--- src/rtl/ram16_stream_reader.sv ---
// rtl/ram16_stream_reader.sv - block reader for the RAM16 buffer, streams words out via a credit-controlled FIFO
module ram16_stream_reader #(
  parameter int ADDR_W     = 10,
  parameter int DATA_W     = 32,
  parameter int RD_LATENCY = 1,
  parameter int FIFO_DEPTH = 4
) (
  input  logic              clock,
  input  logic              reset_n,
  input  logic              start,
  input  logic [ADDR_W-1:0] base_addr,
  input  logic [ADDR_W:0]   length,
  output logic              busy,
  output logic              done,
  output logic [ADDR_W-1:0] ram_address,
  input  logic [DATA_W-1:0] ram_q,
  output logic [DATA_W-1:0] out_data,
  output logic              out_valid,
  input  logic              out_ready,
  output logic              out_last
);

  localparam int CNT_W = $clog2(FIFO_DEPTH + RD_LATENCY + 1) + 1;
  localparam int PTR_W = (FIFO_DEPTH > 1) ? $clog2(FIFO_DEPTH) : 1;
  localparam logic [ADDR_W:0] MAX_LEN = {1'b1, {ADDR_W{1'b0}}};

  typedef enum logic [1:0] {IDLE, RUN, DONE} state_t;

  state_t              state, state_nxt;
  logic [ADDR_W:0]     len_r, issued, len_clamped;
  logic [RD_LATENCY-1:0] vpipe, lpipe;
  logic [DATA_W-1:0]   fifo_data [FIFO_DEPTH];
  logic [FIFO_DEPTH-1:0] fifo_last;
  logic [PTR_W-1:0]    wr_ptr, rd_ptr;
  logic [CNT_W-1:0]    fifo_count, in_flight;
  logic                issue, issue_last, push, pop, start_ok;

  function automatic logic [PTR_W-1:0] ptr_inc(input logic [PTR_W-1:0] p);
    return (p == PTR_W'(FIFO_DEPTH - 1)) ? '0 : p + 1'b1;
  endfunction

  assign len_clamped = (length > MAX_LEN) ? MAX_LEN : length;
  assign start_ok    = (state == IDLE) && start;

  always_comb begin
    in_flight = '0;
    for (int i = 0; i < RD_LATENCY; i++) begin
      in_flight = in_flight + CNT_W'(vpipe[i]);
    end
  end

  // Credit check: reads in flight already own a FIFO slot; a pop this cycle is not counted.
  assign issue      = (state == RUN) && (issued < len_r) &&
                      ((in_flight + fifo_count) < CNT_W'(FIFO_DEPTH));
  assign issue_last = issue && (issued == len_r - 1'b1);
  assign push       = vpipe[RD_LATENCY-1];
  assign pop        = out_valid && out_ready;

  assign out_valid  = (fifo_count != '0);
  assign out_data   = out_valid ? fifo_data[rd_ptr] : '0;
  assign out_last   = out_valid && fifo_last[rd_ptr];

  always_ff @(posedge clock or negedge reset_n) begin
    if (!reset_n) state <= IDLE;
    else          state <= state_nxt;
  end

  always_comb begin
    state_nxt = state;
    case (state)
      IDLE:    if (start_ok) state_nxt = (len_clamped == '0) ? DONE : RUN;
      RUN:     if (pop && out_last) state_nxt = DONE;
      DONE:    state_nxt = IDLE;
      default: state_nxt = IDLE;
    endcase
  end

  always_comb begin
    busy = (state == RUN);
    done = (state == DONE);
  end

  always_ff @(posedge clock or negedge reset_n) begin
    if (!reset_n) begin
      len_r       <= '0;
      issued      <= '0;
      ram_address <= '0;
      vpipe       <= '0;
      lpipe       <= '0;
      wr_ptr      <= '0;
      rd_ptr      <= '0;
      fifo_count  <= '0;
    end else begin
      if (start_ok) begin
        len_r       <= len_clamped;
        issued      <= '0;
        ram_address <= base_addr;
      end else if (issue) begin
        ram_address <= ram_address + 1'b1;
        issued      <= issued + 1'b1;
      end
      vpipe <= RD_LATENCY'({vpipe, issue});
      lpipe <= RD_LATENCY'({lpipe, issue_last});
      if (push) wr_ptr <= ptr_inc(wr_ptr);
      if (pop)  rd_ptr <= ptr_inc(rd_ptr);
      case ({push, pop})
        2'b10:   fifo_count <= fifo_count + 1'b1;
        2'b01:   fifo_count <= fifo_count - 1'b1;
        default: fifo_count <= fifo_count;
      endcase
    end
  end

  // Storage needs no reset: out_data/out_last are gated by out_valid.
  always_ff @(posedge clock) begin
    if (push) begin
      fifo_data[wr_ptr] <= ram_q;
      fifo_last[wr_ptr] <= lpipe[RD_LATENCY-1];
    end
  end

  a_no_overflow: assert property (@(posedge clock) disable iff (!reset_n)
    !(push && !pop && (fifo_count == CNT_W'(FIFO_DEPTH))));

endmodule
--- config.mk ---
export PLATFORM = sky130hd
export DESIGN_NAME = ram16_stream_reader
export DESIGN_NICKNAME = d
export VERILOG_FILES = /design/src/rtl/ram16_stream_reader.sv
export SDC_FILE = /design/constraint.sdc
export NUM_CORES = 1
export LEC_CHECK = 0
export ABC_AREA = 1
export CORE_ASPECT_RATIO = 0.9
export CORE_MARGIN = 4
export CORE_UTILIZATION = 50
export DETAILED_ROUTE_END_ITERATION = 8
export HOLD_SLACK_MARGIN = 0.05
export PLACE_DENSITY = 0.73
export SLEW_MARGIN = 30
export SYNTH_ARGS = -nofsm -noshare
export SYNTH_HDL_FRONTEND = slang
export SYNTH_SLANG_ARGS = --single-unit
--- constraint.sdc ---
create_clock -name clock -period 2.7 [get_ports clock]
set_input_delay 0.54 -clock clock [delete_from_list [all_inputs] [get_ports clock]]
set_output_delay 0.54 -clock clock [all_outputs]
set_load 0.01 [all_outputs]
# ---- Word-level counts from Yosys, hierarchy flattened
# Memories as Yosys holds them, arrays and structs flattened.
# Index checks and enable logic that the tools add are counted.
dict set report word_totals {
  reg_bits 48
  mem_bits_rw 128
  output_inout_bits 46
  wordCells 68
  n_memories 1
}
# memory words word_bits rd rd_clocked_by_memory_dff wr line
set mem_list {}
lappend mem_list {fifo_data 4 32 1 0 1 32} ;# logic [DATA_W-1:0] fifo_data [FIFO_DEPTH];
dict set report op_classes {
  add_sub_neg 8
  n_lt_le_gt_ge 6
  eq_ne 9
  n_mux 20
  reduce_logical 14
}
# cell count
set op_table {}
lappend op_table {{$mux W11} 3}
lappend op_table {{$mux W32} 1}
lappend op_table {{$mux W10} 2}
lappend op_table {{$add A11 B1 Y11 const B} 1}
lappend op_table {{$eq A11 B11 Y1} 1}
lappend op_table {{$gt A11 B11 Y1 const B} 1}
lappend op_table {{$logic_not A11 Y1} 1}
lappend op_table {{$lt A11 B11 Y1} 1}
lappend op_table {{$sub A11 B1 Y11 const B} 1}
lappend op_table {{$add A10 B1 Y10 const B} 1}
lappend op_table {{$mux W2} 5}
lappend op_table {{$eq A2 B2 Y1 const B} 4}
lappend op_table {{$logic_and A1 B1 Y1} 8}
lappend op_table {{$pmux W4 S2} 1}
lappend op_table {{$lt A2 B3 Y1 const B} 2}
lappend op_table {{$add A1 B4 Y4} 1}
lappend op_table {{$add A2 B1 Y2 const B} 2}
lappend op_table {{$add A4 B1 Y4 const B} 1}
lappend op_table {{$bwmux W4} 1}
lappend op_table {{$eq A2 B1 Y1 const B} 2}
lappend op_table {{$lt A4 B3 Y1 const B} 1}
lappend op_table {{$mux W1} 4}
lappend op_table {{$pmux W2 S2} 1}
lappend op_table {{$reduce_bool A2 Y1} 2}
lappend op_table {{9 further kinds} 9}

# ---- Logic depth before layout (Yosys ltp)
# Gate-level depths: netlist of run 1.
dict set report logic_depth {
  word_depth 6
  depth_mapped 12
  depth_no_buf 11
}

# ---- Least setup slack after synthesis of run 1
# OpenSTA, ideal clock, no wires.
dict set report synth_timing {
  path_type {reg-to-reg}
  from {reg fifo_count[0]}
  to {reg fifo_count[3]}
  arrival_ns 2.038
  required_time_ns 2.575
  slack_ns 0.537
  path_stages_with_launch 11
  path_buffers 0
  synth_period_minus_slack_ns 2.163
  cell_sequence {dfrtp_1 > inv_1 > nand4_1 > nand2_1 > inv_1 > ha_1 > ha_1 > a21oi_1 > o21ai_0 > xor2_1 > mux2_2}
}
dict set report synth_between {
  elab_chain_cells 4
}
# item line
set synth_rtl {}
lappend synth_rtl {{start: declaration} 35} ;# logic [CNT_W-1:0] fifo_count, in_flight;
lappend synth_rtl {{start signal: assignment} 107} ;# 2'b10: fifo_count <= fifo_count + 1'b1;
lappend synth_rtl {{start signal: assignment} 108} ;# 2'b01: fifo_count <= fifo_count - 1'b1;
lappend synth_rtl {{start signal: assignment} 109} ;# default: fifo_count <= fifo_count;
lappend synth_rtl {{$reduce_bool A4 Y1 (*)} 59} ;# assign out_valid = (fifo_count != '0);
lappend synth_rtl {{net out_valid} 18} ;# output logic out_valid,
lappend synth_rtl {{$logic_and A1 B1 Y1 (*)} 57} ;# assign pop = out_valid && out_ready;
lappend synth_rtl {{net pop} 36} ;# logic issue, issue_last, push, pop, start_ok;
lappend synth_rtl {{$eq A2 B1 Y1 or $eq A2 B2 Y1 (tied branches)} 106} ;# case ({push, pop})
lappend synth_rtl {{$pmux W4 S2 or $reduce_bool A2 Y1 (tied branches)} -}
# Mark *: on every way through the listed nets, which the timed path passes. The rest lies on a longest branch.
# A chain may end at the register's enable or synchronous reset.

# ---- Worst setup path after layout of run 1
dict set report layout_timing {
  from {reg rd_ptr[0]}
  to {out out_data[17]}
}
dict set report layout_between {
  elab_chain_cells 2
}
# item line
set layout_rtl {}
lappend layout_rtl {{start: declaration} 34} ;# logic [PTR_W-1:0] wr_ptr, rd_ptr;
lappend layout_rtl {{start signal: assignment} 105} ;# if (pop) rd_ptr <= ptr_inc(rd_ptr);
lappend layout_rtl {{$mem_v2 Z4 W32} -}
lappend layout_rtl {{$mux W32} 60} ;# assign out_data = out_valid ? fifo_data[rd_ptr] : '0;
lappend layout_rtl {{end: declaration} 17} ;# output logic [DATA_W-1:0] out_data,
# Every way passes these cells.

==> impl_results.md, run 1 <==
* FF+latch count, synth at 176
* Worst path arrival time at ~2100 ps
* # IOs at roughly 100
* Routed WL at around 18 mm
* Req. time, crit path at approximately 2200 ps
* Hold violation count in the final report at 0
* Top-count cell post-synth: nor2_1
* Nets at 1,029
* Share of cells above drive strength 1 at 8.32%
* Number of sinks on the clock net at around 180
* P_leak at ~4.3 nW
* Max-cap viol count at 0
* Critical path class: reg2out
* Synth async-reset ratio at between 20 and 30%
* CTS max path bufs at 2
* R2R cell count at 10
* Number of global-route vias before repair at ~5,900
* Commonest cells in the netlist: nor2_1 (170), edfxtp_1 (132), nand2_1 (129)
* Routability cong. at 0.866
* Outcome: finished clean
* Min Clock Period, post-route at ~2600 ps
* Tcrit/Tclk final at 96.8%
* Clock transition at path regs at about 60 ps
* Global-route wire length before repair at about 29 mm
* Area of the core at between 0.015 and 0.02 sq mm
* Post-synth net total at 917
* 1st-iter DRT viols at 403
* Max Freq at approximately 380 MHz
* FF-to-FF End: issued[10]
* Share of the synthesized area in the top cell type at 47.8%
* DP Worst Slack at around 260 ps
* Leading area contributor after synthesis: edfxtp_1
* Detail Route Antenna Nets at 0
* Slew margin rel. at a little under two thirds
* Drt first pass iters at 6
* Yosys warning total at 0
* TNS Setup at 0 ps
* CP endpoint kind: output port
* TritonCTS clock tree: yes
* FILL cells at between 1,000 and 1,500
* Total track usage at between 10% and 20%
* Register area at approximately 0.0051 sq mm
* Final setup vio count at 0
* Startpoint Class: flop
* Post-route setup slack at 87.4 ps
* CTS root buffer: clkbuf_16
* FF-to-FF Start: issued[2]
* Main area contributors after synthesis: edfxtp_1 (48%), dfrtp_1 (13%), nor2_1 (7.7%)
* Die height at 130 microns
* Drt drc at 0
* Die ar. at roughly 0.019 sq mm
* Routed WL per cell at 15.6 microns
* Mapped Cells at 837
* Total power at 11.3 mW
* Initial antenna violation count at 0
* Post-Syn Area at 0.00829 sq mm
* Area occupied by multi-input gates at approximately 0.0028 sq mm
* Reg2Reg Setup Slack at approximately 450 ps
* Max IR drop VDD at about 0.65 mV
* Avg Synthesized Cell Area at approximately 10 sq um
* Input/output buffers at 102
* Actual slew at the worst max-slew pin at between 500 and 600 ps
* Syn-to-layout area delta at 25.0%
* Vias per cell at 5.33
* Seq/Total Area, Yosys at roughly 60%
* Dpl hpwl at between 10 and 15 mm
* GR Overflow Total at 0
* Largest net degree at the start of global routing at 37
* Max-slew violations at 0
* Power Dens Cells at between 1000 and 1500 mW/mm^2
* Dpl cells at 1,128
* Crit Path Max Fanout at 24
* Cell Count, Final, Fillers Out at 1,169
* Post-synth EDFFs at approximately 130
* Synth cell types at 37
* RSZ-0062 raised after global routing: false
* # hold bufs at CTS at 0
* # rows at 44
* Die X at between 100 and 150 microns
* Clock Latency Late Sink at between 400 and 500 ps
* Layout Skew at 9.35 ps
* Hold Path Class: in2async
* Final design utilization at between 60 and 70%
* H-tree levels at 4
* # diodes at 0
* Clock buffer count from CTS at 17
* Main synth FF type: edfxtp_1
* Vias at a little over 6,000
* Initial Util at approximately 51%
## final cells by class
| cell class | instances | area share, % |
|---|---|---|
| Tap cell | 207 | 2.50 |
| Clock buffer | 17 | 4.10 |
| Timing Repair Buffer | 128 | 13.6 |
| Multi-Input combinational cell | 563 | 27.4 |
| Clock inverter | 15 | 1.19 |
| Sequential cell | 176 | 48.9 |
| Inverter | 63 | 2.35 |
## placed cells by master, fill, tap and decap left out, types with 15 or more instances in the layout
cell type,instances
clkdlybuf4s50_1,70
nand3_1,48
dlygate4sd2_1,15
a21oi_1,37
o21ai_1,16
nand2_1,129
clkbuf_16,19
dfrtp_1,42
ha_1,22
o21ai_0,77
dlymetal6s2s_1,16
inv_1,55
edfxtp_1,132
nor2_1,170
## flip-flops by register name, summed over array words and instances (netlist names)
name	flops
ram_address	10
fifo_data	128
len_r	11
wr_ptr	2
issued	11
fifo_last	4
rd_ptr	2
state	2
fifo_count	4
push	1
lpipe	1
## routing by layer
layer / up-vias / part of all wire (%) / global-route usage [%]
met3: 25 / 6.6 / 4.62
met2: 212 / 48 / 32.9
met1: 2926 / 44 / 26.1
li1: 3065 / - / -
met5: - / 0 / 0
met4: 0 / 1.8 / 6.53
## worst max path at each step
stage / endpoint / from
floorplan: fifo_count[3] / fifo_count[0]
global placement: fifo_count[3] / out_ready
finish: out_data[17] / rd_ptr[0]
detailed placement: fifo_count[3] / out_ready
CTS: out_data[25] / rd_ptr[0]
global route: out_data[17] / rd_ptr[0]
## worst max-delay path, stage by stage, from the launching register on
cell and delay [ps]:
dfrtp_2 400, buf_2 160, inv_6 130, buf_12 160, o21ai_0 90, a21oi_1 140, clkdlybuf4s50_1 560
## through the flow
stage | hold WS, ps | instance area [sq um]
finish | 80.2 | 10400
global route | 104 | 10400
detailed placement | 480 | 9620
CTS | 79.2 | 10200
global placement | 484 | 9620
floorplan | 244 | 8290
## repair_timing
item | in CTS | in global routing
pin swaps | 1 | 0
resized for setup | 28 | 18
endpoints found under the setup margin | 33 | 18
cloned | 1 | 2
buffers inserted | 3 | 3
## power breakdown
part	switching (mW)	total, mW	internal [mW]
registers	0.403	3.76	3.36
logic	3.03	5.31	2.28
clock network	1.05	2.26	1.20
## kinds of logic (layout without fill, tap and decap cells)
kind of cell	count (synthesis)	count (layout)	synth area share, %
DFF	176	176	61.1
and+or+nand+nor	377	377	19.2
muxes	1	1	0.136
AOI/OAI and AO/OA	144	144	9.11
xor gates and xnor gates	18	18	2.07
buffers and inverters	98	223	4.81
adders and majority gates	23	23	3.56
(Power assumes the default switching activity.)
==> inputs of run 2 (changes only) <==
--- a/config.mk
+++ b/config.mk
@@ -12,7 +12,7 @@
 export DETAILED_ROUTE_END_ITERATION = 8
 export HOLD_SLACK_MARGIN = 0.05
 export PLACE_DENSITY = 0.73
-export SLEW_MARGIN = 30
+export SLEW_MARGIN = 20
 export SYNTH_ARGS = -nofsm -noshare
 export SYNTH_HDL_FRONTEND = slang
 export SYNTH_SLANG_ARGS = --single-unit
==> results of run 2 <==
No change in the layout: final DEF, timing and power equal those of run 1.
